[config.mk]
export PLATFORM = sky130hd
export DESIGN_NAME = fadd_seq_ctrl_flat
export DESIGN_NICKNAME = d
export VERILOG_FILES = /design/src/rtl/fadd_seq_ctrl_if.sv /design/src/rtl/fadd_seq_ctrl.sv /design/src/flat_wrapper.sv
export SDC_FILE = /design/constraint.sdc
export NUM_CORES = 1
export LEC_CHECK = 0
export ABC_CLOCK_PERIOD_IN_PS = 2400
export BUFFER_PORTS_ARGS = -buffer_cell sky130_fd_sc_hd__buf_2
export CAP_MARGIN = 10
export CORE_ASPECT_RATIO = 0.6
export CORE_MARGIN = 4
export CORE_UTILIZATION = 50
export CTS_CLUSTER_SIZE = 24
export DETAILED_ROUTE_END_ITERATION = 6
export PLACE_DENSITY_LB_ADDON = 0.1
export SETUP_SLACK_MARGIN = 0.02
export SYNTH_ARGS = -nofsm -noshare
export SYNTH_HDL_FRONTEND = slang
export SYNTH_SLANG_ARGS = --single-unit
export TNS_END_PERCENT = 5
[constraint.sdc]
create_clock -name clk -period 2.4 [get_ports clk]
set_input_delay 0.36 -clock clk [delete_from_list [all_inputs] [get_ports clk]]
set_output_delay 0.36 -clock clk [all_outputs]
set_load 0.01 [all_outputs]
[src/rtl/fadd_seq_ctrl_if.sv]
// Request/response and slice-facing signal bundle for fadd_seq_ctrl.
// "slave" is the sequencer's view; "master" is the issue-logic/slice side.
interface fadd_seq_ctrl_if #(
    parameter int WIDTH = 16
);
    logic             req_valid;
    logic             req_ready;
    logic [WIDTH-1:0] req_a;
    logic [WIDTH-1:0] req_b;
    logic             req_sub;
    logic             rsp_valid;
    logic             rsp_ready;
    logic [WIDTH-1:0] rsp_sum;
    logic             rsp_cout;
    logic             rsp_ovf;
    logic [3:0]       fa_a;
    logic [3:0]       fa_b;
    logic             fa_cin;
    logic [3:0]       fa_sum;
    logic             fa_cout;

    modport slave (
        input  req_valid, req_a, req_b, req_sub, rsp_ready, fa_sum, fa_cout,
        output req_ready, rsp_valid, rsp_sum, rsp_cout, rsp_ovf, fa_a, fa_b, fa_cin
    );

    modport master (
        output req_valid, req_a, req_b, req_sub, rsp_ready, fa_sum, fa_cout,
        input  req_ready, rsp_valid, rsp_sum, rsp_cout, rsp_ovf, fa_a, fa_b, fa_cin
    );
endinterface

[src/rtl/fadd_seq_ctrl.sv]
// WIDTH-bit add/subtract sequencer driving one shared 4-bit registered fadd slice, LS nibble first.
// Optional RUN-cycle counter on busy_cycles is built only when FADD_SEQ_PERF_EN is defined.
module fadd_seq_ctrl #(
    parameter int WIDTH   = 16,
    parameter int ADD_LAT = 3
) (
    input  logic                clk,
    input  logic                rst,
    fadd_seq_ctrl_if.slave      bus,
    output logic [31:0]         busy_cycles
);
    localparam int NSLICE = WIDTH / 4;
    localparam int SW     = (NSLICE > 1) ? $clog2(NSLICE) : 1;
    localparam int WW     = (ADD_LAT > 0) ? $clog2(ADD_LAT + 1) : 1;
    localparam logic [SW-1:0] SLICE_LAST = SW'(NSLICE - 1);
    localparam logic [WW-1:0] WAIT_MAX   = WW'(ADD_LAT);

    // FINISH is a single internal cycle that registers the response flags.
    typedef enum logic [1:0] {IDLE, RUN, FINISH, DONE} state_t;

    state_t           state_reg, state_next;
    logic [WIDTH-1:0] a_reg, a_next;
    logic [WIDTH-1:0] b_reg, b_next;
    logic             carry_reg, carry_next;
    logic [SW-1:0]    slice_reg, slice_next;
    logic [WW-1:0]    wait_reg, wait_next;
    logic [WIDTH-1:0] result_reg;
    logic [WIDTH-1:0] rsp_sum_reg, rsp_sum_next;
    logic             rsp_cout_reg, rsp_cout_next;
    logic             rsp_ovf_reg, rsp_ovf_next;
    logic             slice_done;

    logic [3:0]       a_nib [NSLICE];
    logic [3:0]       b_nib [NSLICE];

    assign slice_done = (state_reg == RUN) && (wait_reg == WAIT_MAX);

    genvar gi;
    generate
        for (gi = 0; gi < NSLICE; gi++) begin : g_nib
            assign a_nib[gi] = a_reg[gi*4 +: 4];
            assign b_nib[gi] = b_reg[gi*4 +: 4];

            always_ff @(posedge clk) begin
                if (rst) begin
                    result_reg[gi*4 +: 4] <= 4'd0;
                end else if (slice_done && (slice_reg == SW'(gi))) begin
                    result_reg[gi*4 +: 4] <= bus.fa_sum;
                end
            end
        end
    endgenerate

    always_ff @(posedge clk) begin
        if (rst) begin
            state_reg    <= IDLE;
            a_reg        <= '0;
            b_reg        <= '0;
            carry_reg    <= 1'b0;
            slice_reg    <= '0;
            wait_reg     <= '0;
            rsp_sum_reg  <= '0;
            rsp_cout_reg <= 1'b0;
            rsp_ovf_reg  <= 1'b0;
        end else begin
            state_reg    <= state_next;
            a_reg        <= a_next;
            b_reg        <= b_next;
            carry_reg    <= carry_next;
            slice_reg    <= slice_next;
            wait_reg     <= wait_next;
            rsp_sum_reg  <= rsp_sum_next;
            rsp_cout_reg <= rsp_cout_next;
            rsp_ovf_reg  <= rsp_ovf_next;
        end
    end

    always_comb begin
        state_next    = state_reg;
        a_next        = a_reg;
        b_next        = b_reg;
        carry_next    = carry_reg;
        slice_next    = slice_reg;
        wait_next     = wait_reg;
        rsp_sum_next  = rsp_sum_reg;
        rsp_cout_next = rsp_cout_reg;
        rsp_ovf_next  = rsp_ovf_reg;
        case (state_reg)
            IDLE: begin
                if (bus.req_valid) begin
                    a_next     = bus.req_a;
                    b_next     = bus.req_sub ? ~bus.req_b : bus.req_b;
                    carry_next = bus.req_sub;
                    slice_next = '0;
                    wait_next  = '0;
                    state_next = RUN;
                end
            end
            RUN: begin
                if (wait_reg == WAIT_MAX) begin
                    wait_next  = '0;
                    carry_next = bus.fa_cout;
                    if (slice_reg == SLICE_LAST) begin
                        state_next = FINISH;
                    end else begin
                        slice_next = slice_reg + SW'(1);
                    end
                end else begin
                    wait_next = wait_reg + WW'(1);
                end
            end
            FINISH: begin
                rsp_sum_next  = result_reg;
                rsp_cout_next = carry_reg;
                rsp_ovf_next  = (a_reg[WIDTH-1] == b_reg[WIDTH-1]) &&
                                (result_reg[WIDTH-1] != a_reg[WIDTH-1]);
                state_next    = DONE;
            end
            DONE: begin
                if (bus.rsp_ready) begin
                    state_next = IDLE;
                end
            end
            default: state_next = IDLE;
        endcase
    end

    assign bus.req_ready = (state_reg == IDLE) && !rst;
    assign bus.rsp_valid = (state_reg == DONE);
    assign bus.rsp_sum   = rsp_sum_reg;
    assign bus.rsp_cout  = rsp_cout_reg;
    assign bus.rsp_ovf   = rsp_ovf_reg;
    assign bus.fa_a      = (state_reg == RUN) ? a_nib[slice_reg] : 4'd0;
    assign bus.fa_b      = (state_reg == RUN) ? b_nib[slice_reg] : 4'd0;
    assign bus.fa_cin    = (state_reg == RUN) ? carry_reg : 1'b0;

`ifdef FADD_SEQ_PERF_EN
    logic [31:0] busy_reg;

    always_ff @(posedge clk) begin
        if (rst) begin
            busy_reg <= 32'd0;
        end else if ((state_reg == RUN) && (busy_reg != 32'hFFFF_FFFF)) begin
            busy_reg <= busy_reg + 32'd1;
        end
    end

    assign busy_cycles = busy_reg;
`else
    assign busy_cycles = 32'd0;
`endif
endmodule

[src/flat_wrapper.sv]
// flat-port wrapper written by rule: the top's interface ports become plain ports
module fadd_seq_ctrl_flat 
#(
    parameter int WIDTH   = 16,
    parameter int ADD_LAT = 3
)
  (clk, rst, busy_cycles, bus_req_valid, bus_req_a, bus_req_b, bus_req_sub, bus_rsp_ready, bus_fa_sum, bus_fa_cout, bus_req_ready, bus_rsp_valid, bus_rsp_sum, bus_rsp_cout, bus_rsp_ovf, bus_fa_a, bus_fa_b, bus_fa_cin);
  fadd_seq_ctrl_if #(.WIDTH(WIDTH)) bus_i ();
  input  logic clk;
  input  logic rst;
  output logic [31:0] busy_cycles;
  input wire logic [$bits(bus_i.req_valid)-1:0] bus_req_valid;
  input wire logic [$bits(bus_i.req_a)-1:0] bus_req_a;
  input wire logic [$bits(bus_i.req_b)-1:0] bus_req_b;
  input wire logic [$bits(bus_i.req_sub)-1:0] bus_req_sub;
  input wire logic [$bits(bus_i.rsp_ready)-1:0] bus_rsp_ready;
  input wire logic [$bits(bus_i.fa_sum)-1:0] bus_fa_sum;
  input wire logic [$bits(bus_i.fa_cout)-1:0] bus_fa_cout;
  output wire logic [$bits(bus_i.req_ready)-1:0] bus_req_ready;
  output wire logic [$bits(bus_i.rsp_valid)-1:0] bus_rsp_valid;
  output wire logic [$bits(bus_i.rsp_sum)-1:0] bus_rsp_sum;
  output wire logic [$bits(bus_i.rsp_cout)-1:0] bus_rsp_cout;
  output wire logic [$bits(bus_i.rsp_ovf)-1:0] bus_rsp_ovf;
  output wire logic [$bits(bus_i.fa_a)-1:0] bus_fa_a;
  output wire logic [$bits(bus_i.fa_b)-1:0] bus_fa_b;
  output wire logic [$bits(bus_i.fa_cin)-1:0] bus_fa_cin;
  assign bus_i.req_valid = bus_req_valid;
  assign bus_i.req_a = bus_req_a;
  assign bus_i.req_b = bus_req_b;
  assign bus_i.req_sub = bus_req_sub;
  assign bus_i.rsp_ready = bus_rsp_ready;
  assign bus_i.fa_sum = bus_fa_sum;
  assign bus_i.fa_cout = bus_fa_cout;
  assign bus_req_ready = bus_i.req_ready;
  assign bus_rsp_valid = bus_i.rsp_valid;
  assign bus_rsp_sum = bus_i.rsp_sum;
  assign bus_rsp_cout = bus_i.rsp_cout;
  assign bus_rsp_ovf = bus_i.rsp_ovf;
  assign bus_fa_a = bus_i.fa_a;
  assign bus_fa_b = bus_i.fa_b;
  assign bus_fa_cin = bus_i.fa_cin;
  fadd_seq_ctrl #(.WIDTH(WIDTH), .ADD_LAT(ADD_LAT)) u_core (.clk(clk), .rst(rst), .bus(bus_i), .busy_cycles(busy_cycles));
endmodule
==> out/results.txt, run 1 <==
drt pass-1 iters - 5
Async SR Flop Fraction - 0%
critical path class - register to primary output
placed insts - 506
Worst path slowest cell - dfxtp_2
internal power - 2.775 mW
Reg2Reg Capture Point - u_core.slice_reg[1]
power per cell area - 960.6 nW/um2
status - finished, final reports clean
initial drt markers - 113
GR Overflow Total - 0
fin crit share - 89.50%
Layout Cells excl Fill - 522
number of global-route vias before repair - 2348
Max H-tree Level - 3
crit path cell chain - mux4_2, and2_1, buf_2
TNS Setup - 0 ns
Most used DFF post-synth - dfxtp_1
I/O pin cnt - 103
Final Total Pwr - 3.920 mW
Post-synth top cells - 73 x dfxtp_1, 54 x nor2_1, 37 x mux2i_1, 37 x nand2_1, 32 x buf_4
pre-CTS setup slack - 0.2806 ns
initial antenna violation count - 0
Leakage - 1.860 nW
Area Growth Syn to Fin - 18.07%
Setup Buffers After CTS - 0
R2R depth - 5
via count - 2574
Setup crit end kind - primary output
Antenna diodes - 0
number of synthesized flops with an enable pin - 0
overall routing resource usage - 17.85%
Worst Hold Class - input pin to register
sw frac - 29.20%
Syn Area/Cell - 9.391 um2
WHS - 0.2710 ns
buffers added on ports - 70
DIE WIDTH - 115.3 um
clk_lat worst skew - 0.33 ns
Hold Path Depth - 3
final hold vios - 0
Crit path required time - 2.04 ns
detailed placement HPWL - 4.948 mm
total of fill cells in the finished design - 601
Max Root-Sink Buffers - 2
Mapped Cells - 368
Max Cap Viol - 0
Sw Pwr - 1.144 mW
Post-DP Area - 3730 um2
cts bufs inserted - 9
die area - 8349 um2
Yosys top cell by area - dfxtp_1
Synth Register Bits - 73
YS warnings - 0
Setup violations, final - 0
Critical Path Max Stage Delay - 0.60 ns
post-cts sizing count - 1
CTS tree - built
DRT antenna net count - 0
Min-Delay Endpoint - u_core.a_reg[14]
r2r startpoint - u_core.state_reg[1]
Starting Density - 51.54%
final count of pins violating max slew - 0
worst reg-to-reg setup slack - 0.50 ns
top-count cell post-synth - dfxtp_1
Reg power frac - 37.7%
WL/cell - 13.73 um
Post-CTS Hold Buffers - 0
worst clock skew - 0.005402 ns
Final Util - 60.85%
Rows - 23
final WL - 7.169 mm
Placer Congestion - 0.7439
WP data arrival - 1.79 ns
maximum vdd drop - 0.0005664 V
Slew Limit Headroom - 56.51%
largest net degree at the start of global routing - 49
Least-Margin Pin Slew - 0.6515 ns
vias per inst - 4.931
post-synthesis sequential area ratio - 42.29%
first-pass GRT wire length - 11.58 mm
CP Launch Type - register
Final Cell Area - 4080 um2
post-synth top area share - 42.29%
TritonCTS sink count - 73
Die Y - 72.40 um
unique cell type count in the Yosys netlist - 28
Clock Power Share - 39.5%
synth top area cells - dfxtp_1 42%, mux2i_1 11%, buf_4 7.0%, nor2_1 5.9%, mux4_2 5.2%
Final min period - 2.148 ns
area of the mapped netlist - 3456 um2
Comb pwr share - 22.8%
root buf cell - clkbuf_16
crit path max fanout - 13
Max Fclk - 0.4656 GHz
layout net count - 484
layout cells sized above 1 - 22.99%
clock-pin slew on the worst setup and hold paths - 0.06 ns
worst setup margin - 0.2521 ns
core outline area - 6705 um2
DR DRC count - 0
hold_sp - bus_req_a[14]
unrepaired setup endpoints after global routing - false
-- power groups by stage --
stage | registers, mW | logic, mW | clock network, mW
after detailed placement | 1.51 | 0.890 | 0
after global placement | 1.50 | 0.878 | 0
final | 1.48 | 0.894 | 1.55
after global routing | 1.50 | 1.01 | 1.64
after floorplan | 1.46 | 0.756 | 0
after CTS | 1.48 | 0.896 | 1.58
-- cells in the final DEF, fill, tap and decap left out, drive strengths merged --
| master | netlist | final |
|---|---|---|
| o31ai | 2 | 2 |
| and3b | 1 | 1 |
| conb | 1 | 32 |
| mux4 | 8 | 8 |
| buf | 43 | 74 |
| ha | 12 | 12 |
| o21ai | 1 | 1 |
| nor2 | 54 | 54 |
| mux2 | 1 | 1 |
| a32oi | 2 | 2 |
| inv | 6 | 9 |
| xnor2 | 16 | 16 |
| dfxtp | 73 | 73 |
| a311oi | 1 | 1 |
| nor2b | 2 | 2 |
| or4 | 2 | 2 |
| a211oi | 17 | 17 |
| nand2b | 4 | 4 |
| clkbuf | 11 | 9 |
| and2 | 11 | 11 |
| nand2 | 37 | 37 |
| bufinv | 0 | 3 |
| or2b | 1 | 1 |
| nand3 | 4 | 4 |
| clkinvlp | 0 | 1 |
| o2111a | 1 | 1 |
| a21oi | 20 | 20 |
| mux2i | 37 | 37 |
-- critical path, delay by kind of cell, from the launching register on --
| family | cells | cell delay (ns) |
|---|---|---|
| buffers and inverters | 1 | 0.14 |
| flip-flops | 1 | 0.60 |
| multiplexers | 1 | 0.54 |
| AND/OR/NAND/NOR | 1 | 0.18 |
-- how the worst max path moves through the flow --
stage	slack (ns)	from	end
after CTS	0.22	u_core.slice_reg[0]	bus_fa_a[2]
after detailed placement	0.28	u_core.slice_reg[0]	bus_fa_a[2]
after floorplan	0.73	u_core.slice_reg[0]	bus_fa_b[3]
final	0.25	u_core.slice_reg[0]	bus_fa_a[2]
after global placement	0.34	u_core.slice_reg[0]	bus_fa_a[2]
after global routing	0.15	u_core.slice_reg[0]	bus_fa_b[1]
-- cell families (layout without fill, tap and decap cells) --
| kind of cell | after synthesis | in the layout | share of synthesized area [%] |
|---|---|---|---|
| other | 1 | 32 | 0.1085 |
| xor gates and xnor gates | 16 | 16 | 4.055 |
| muxes | 46 | 46 | 16.26 |
| AOI/OAI and AO/OA | 44 | 44 | 8.255 |
| DFF | 73 | 73 | 42.29 |
| and+or+nand+nor | 116 | 116 | 14.45 |
| adders and majority gates | 12 | 12 | 4.345 |
| buffers and inverters | 60 | 96 | 10.25 |
-- area by class of cell --
type,count,area [um2],area share (%)
sequential,73,1463,35.85
tap,87,108.9,2.668
clock buffer,9,225.2,5.520
timing repair buffer,74,380.4,9.322
inverter,6,22.52,0.5520
multi-input combinational,266,1757,43.05
clock inverter,7,123.9,3.036
-- per-layer routing --
metal	vias up	GRT usage [%]	part of all wire [%]
met5	-	0	0
met4	0	3.906	0.40
met3	6	6.167	6.6
met2	75	25.13	41
met1	1188	26.34	52
li1	1305	-	-
Power figures use the tool's default switching activity.
==> run 2, diff against run 1 <==
- CORE_MARGIN: 4 -> 2
==> out/results.txt, run 2 (same netlist as run 1, synthesis figures left out) <==
status - finished, final reports clean
TNS Setup - 0 ns (unchanged)
Starting Density - 51.76% (+0.22 points)
DR DRC count - 0 (unchanged)
detailed placement HPWL - 4.737 mm (-4.3%)
Setup violations, final - 0 (unchanged)
WHS - 0.2640 ns (-0.007044 ns)
number of global-route vias before repair - 2301 (-2.0%)
Max Fclk - 0.4689 GHz (+0.72%)
Post-CTS Hold Buffers - 0 (unchanged)
worst clock skew - 0.005092 ns (-0.0003104 ns)
clk_lat worst skew - 0.33 ns (about the same)
initial antenna violation count - 0 (unchanged)
vias per inst - 4.859 (-1.5%)
Die Y - 68.40 um (-5.5%)
placed insts - 507 (+0.20%)
largest net degree at the start of global routing - 49 (unchanged)
cts bufs inserted - 9 (unchanged)
Final min period - 2.133 ns (-0.01533 ns)
Worst Hold Class - input pin to register
Layout Cells excl Fill - 523 (+0.19%)
commonest non-fill, non-tap cell in the layout - dfxtp_1
Leakage - 1.859 nW (about the same)
r2r startpoint - u_core.state_reg[1]
final hold vios - 0 (unchanged)
Max Cap Viol - 0 (unchanged)
Area Growth Syn to Fin - 17.74%
Setup crit end kind - primary output
Crit path required time - 2.04 ns (about the same)
Multi-input gate area - 1757 um2 (unchanged)
crit path from - u_core.slice_reg[0]
worst reg-to-reg setup slack - 0.47 ns (-0.03 ns)
CP Launch Type - register
R2R depth - 5 (unchanged)
Max Root-Sink Buffers - 2 (unchanged)
drt pass-1 iters - 4 (-1)
Max H-tree Level - 3 (unchanged)
CP delay by family, top - flip-flops
CP endpoint - bus_fa_a[1]
register area - 1463 um2 (unchanged)
Worst path slowest cell - dfxtp_2
Rows - 23 (unchanged)
crit path max fanout - 13 (unchanged)
power per cell area - 942.0 nW/um2 (-1.9%)
critical path class - register to primary output
pre-CTS setup slack - 0.3396 ns (+0.05898 ns)
Reg2Reg Capture Point - u_core.slice_reg[1]
Slew Limit Headroom - 59.89% (+3.4 points)
GR Overflow Total - 0 (unchanged)
CTS tree - built
fin crit share - 88.86% (-0.64 points)
unrepaired setup endpoints after global routing - false
Least-Margin Pin Slew - 0.6008 ns (-0.05065 ns)
TritonCTS sink count - 73 (unchanged)
first-pass GRT wire length - 11.22 mm (-3.1%)
DIE WIDTH - 111.3 um (-3.5%)
Final Cell Area - 4069 um2 (-0.28%)
buffers added on ports - 70 (unchanged)
WP depth - 3 (unchanged)
maximum vdd drop - 0.0005928 V (+4.6%)
core outline area - 6676 um2 (-0.43%)
layout net count - 485 (+0.21%)
most frequent cells in the layout - 72 x dfxtp_1, 70 x buf_2, 54 x nor2_1
I/O pin cnt - 103 (unchanged)
layout cells sized above 1 - 23.17% (+0.18 points)
worst setup margin - 0.2674 ns (+0.01533 ns)
DRT antenna net count - 0 (unchanged)
WP data arrival - 1.77 ns (-0.02 ns)
CP bufs+invs - 1 (unchanged)
final WL - 6.972 mm (-2.7%)
final count of pins violating max slew - 0 (unchanged)
Critical Path Max Stage Delay - 0.58 ns (-0.02 ns)
WL/cell - 13.33 um (-2.9%)
total of fill cells in the finished design - 606 (+0.83%)
Antenna diodes - 0 (unchanged)
via count - 2541 (-1.3%)
Final Util - 60.94% (+0.094 points)
die area - 7614 um2 (-8.8%)
root buf cell - clkbuf_16
initial drt markers - 77 (-32%)
overall routing resource usage - 18.97% (+1.1 points)
Placer Congestion - 0.7242 (-2.6%)
Post-DP Area - 3737 um2 (+0.20%)
Final Total Pwr - 3.833 mW (-2.2%)
clock-pin slew on the worst setup and hold paths - 0.06 ns (about the same)
crit path cell chain - mux4_2, and2_1, buf_2
-- run 2: cell types whose count changed in the layout (fill, tap and decap cells not counted), sizes merged --
| cell | previous run | this run |
|---|---|---|
| bufinv | 3 | 2 |
| inv | 9 | 6 |
| buf | 74 | 75 |
| clkbuf | 9 | 11 |
| clkinv | 0 | 2 |
-- run 2: area by class of cell --
cell class	count	area share, %
Multi-Input combinational cell	266	43.17
Inverter	6	0.5535
Clock buffer	11	6.212
Tap cell	87	2.675
Timing Repair Buffer	75	9.533
Clock inverter	5	1.907
Sequential cell	73	35.95
-- run 2: worst min-delay path, delay by kind of cell --
kind | cells | cell delay [ns]
and+or+nand+nor | 1 | 0.04
buffers and inverters | 1 | 0.09
AOI/OAI and AO/OA | 1 | 0.05
-- run 2: power breakdown --
part / switching, mW / total (mW) / internal [mW]
combinational: 0.514 / 0.900 / 0.386
sequential: 0.113 / 1.48 / 1.37
clock: 0.492 / 1.45 / 0.962
total: 1.12 / 3.83 / 2.71
-- run 2: how the worst min path moves through the flow --
stage / cells past startpoint / to / start
3_5_place_dp: 2 / u_core.a_reg[2] / u_core.a_reg[2]
4_1_cts: 3 / u_core.a_reg[13] / bus_req_a[13]
6_report: 3 / u_core.a_reg[13] / bus_req_a[13]
3_3_place_gp: 2 / u_core.a_reg[3] / u_core.a_reg[3]
5_1_grt: 3 / u_core.a_reg[5] / bus_req_a[5]
2_1_floorplan: 2 / u_core.a_reg[10] / u_core.a_reg[10]
-- run 2: routing by layer --
layer | up-vias | share of wire [%] | track usage (%)
met5 | - | 0 | 0
met4 | 0 | 1.2 | 6.019
met3 | 8 | 5.5 | 5.669
met2 | 66 | 42 | 29.42
met1 | 1165 | 51 | 25.80
li1 | 1302 | - | -
-- run 2: timing repair --
item	in CTS	in global routing
setup buffers	0	0
setup endpoints to repair	8	0
resized for setup	1	0
==> run 3, diff against run 2 <==
- CORE_UTILIZATION: 50 -> 45
==> out/results.txt, run 3 (same netlist as run 1, synthesis figures left out) <==
final hold vios - 0 (unchanged)
Post-CTS Hold Buffers - 0 (unchanged)
Final min period - 2.123 ns (-0.009648 ns)
overall routing resource usage - 17.58% (-1.4 points)
WL/cell - 13.22 um (-0.85%)
cts bufs inserted - 9 (unchanged)
GR Overflow Total - 0 (unchanged)
detailed placement HPWL - 4.894 mm (+3.3%)
largest net degree at the start of global routing - 49 (unchanged)
via count - 2565 (+0.94%)
Max Fclk - 0.4710 GHz (+0.45%)
total of fill cells in the finished design - 690 (+14%)
fin crit share - 88.46% (-0.40 points)
Setup crit end kind - primary output
r2r startpoint - u_core.state_reg[1]
worst reg-to-reg setup slack - 0.41 ns (-0.06 ns)
Setup Buffers After CTS - 0 (unchanged)
number of global-route vias before repair - 2274 (-1.2%)
clock-pin slew on the worst setup and hold paths - 0.05 ns (about the same)
R2R depth - 5 (unchanged)
DRT antenna net count - 0 (unchanged)
Slew Limit Headroom - 58.20% (-1.7 points)
Hold Path Depth - 3 (unchanged)
TNS Setup - 0 ns (unchanged)
CP Launch Type - register
critical path class - register to primary output
WHS - 0.2645 ns (+0.0005570 ns)
Leakage - 1.845 nW (-0.74%)
root buf cell - clkbuf_16
Area Growth Syn to Fin - 17.60%
Starting Density - 46.97% (-4.8 points)
DR DRC count - 0 (unchanged)
final WL - 7.111 mm (+2.0%)
worst clock skew - 0.005144 ns (+0.00005196 ns)
Crit path required time - 2.04 ns (about the same)
Reg2Reg Capture Point - u_core.slice_reg[0]
core outline area - 7357 um2 (+10%)
WP data arrival - 1.76 ns (about the same)
Placer Congestion - 0.7428 (+2.6%)
Setup violations, final - 0 (unchanged)
Max Cap Viol - 0 (unchanged)
unrepaired setup endpoints after global routing - false
buffers added on ports - 70 (unchanged)
initial antenna violation count - 0 (unchanged)
first-pass GRT wire length - 11.18 mm (-0.37%)
Worst Hold Class - input pin to register
commonest non-fill, non-tap cell in the layout - dfxtp_1
crit path max fanout - 13 (unchanged)
initial drt markers - 139 (+81%)
power per cell area - 930.5 nW/um2 (-1.2%)
layout cells sized above 1 - 22.35% (-0.81 points)
Multi-input gate area - 1757 um2 (unchanged)
Rows - 24 (+4.3%)
Die Y - 71.88 um (+5.1%)
hold_sp - bus_req_a[2]
Max Root-Sink Buffers - 2 (unchanged)
I/O pin cnt - 103 (unchanged)
final count of pins violating max slew - 0 (unchanged)
most frequent cells in the layout - 72 x dfxtp_1, 70 x buf_2, 54 x nor2_1
clk_lat worst skew - 0.33 ns (about the same)
die area - 8420 um2 (+11%)
CTS tree - built
drt pass-1 iters - 4 (unchanged)
maximum vdd drop - 0.0004771 V (-20%)
Least-Margin Pin Slew - 0.6262 ns (+0.02537 ns)
register area - 1463 um2 (unchanged)
TritonCTS sink count - 73 (unchanged)
Antenna diodes - 0 (unchanged)
DIE WIDTH - 117.1 um (+5.2%)
Min-Delay Endpoint - u_core.a_reg[2]
vias per inst - 4.768 (-1.9%)
status - finished, final reports clean
Max H-tree Level - 3 (unchanged)
layout net count - 484 (-0.21%)
run 3: report_power, final:
part	switching [mW]	internal (mW)
logic	0.514	0.385
clock network	0.472	0.931
registers	0.114	1.37
run 3: metal layers:
| metal | vias up | global-route usage (%) | part of all wire [%] |
|---|---|---|---|
| li1 | 1300 | - | - |
| met1 | 1175 | 24.96 | 51 |
| met2 | 81 | 25.05 | 41 |
| met3 | 9 | 5.753 | 6.1 |
| met4 | 0 | 6.275 | 1.0 |
| met5 | - | 0 | 0 |
run 3: stage by stage:
stage | util [%] | instance area (um2) | power [mW] | cells | setup WS (ns)
5_1_grt | 55.24 | 4064 | 3.997 | 538 | 0.1597
3_3_place_gp | 50.99 | 3751 | 2.384 | 523 | 0.3417
6_report | 55.24 | 4064 | 3.782 | 538 | 0.2771
2_1_floorplan | - | 3572 | 2.213 | 399 | 0.7260
4_1_cts | 55.24 | 4064 | 3.823 | 538 | 0.2377
3_5_place_dp | 50.99 | 3751 | 2.408 | 523 | 0.3181
run 3: worst max-delay path by stage:
stage / startpoint / end
after detailed placement: u_core.slice_reg[0] / bus_fa_a[1]
after global placement: u_core.slice_reg[0] / bus_fa_a[1]
after CTS: u_core.slice_reg[0] / bus_fa_a[1]
after global routing: u_core.slice_reg[0] / bus_fa_a[1]
after floorplan: u_core.slice_reg[0] / bus_fa_b[3]
final: u_core.slice_reg[0] / bus_fa_a[1]
run 3: final cells by class:
| cell class | instances | area share [%] |
|---|---|---|
| clock buffers | 12 | 6.065 |
| clock inverters | 3 | 1.601 |
| inverters | 6 | 0.5542 |
| multi-input cells | 266 | 43.23 |
| flip-flops and latches | 73 | 35.99 |
| well taps | 104 | 3.202 |
| repair buffers | 74 | 9.360 |
run 3: what timing repair did:
action | 4_1_cts | 5_1_grt
setup endpoints to repair | 8 | 0
endpoints found under the hold margin | 0 | 0
resized for setup | 1 | 0
run 3: worst max-delay path, cell delays in order (launching register included):
cell and delay, ns:
dfxtp_2 0.58, mux4_2 0.54, and2_1 0.18, buf_2 0.14
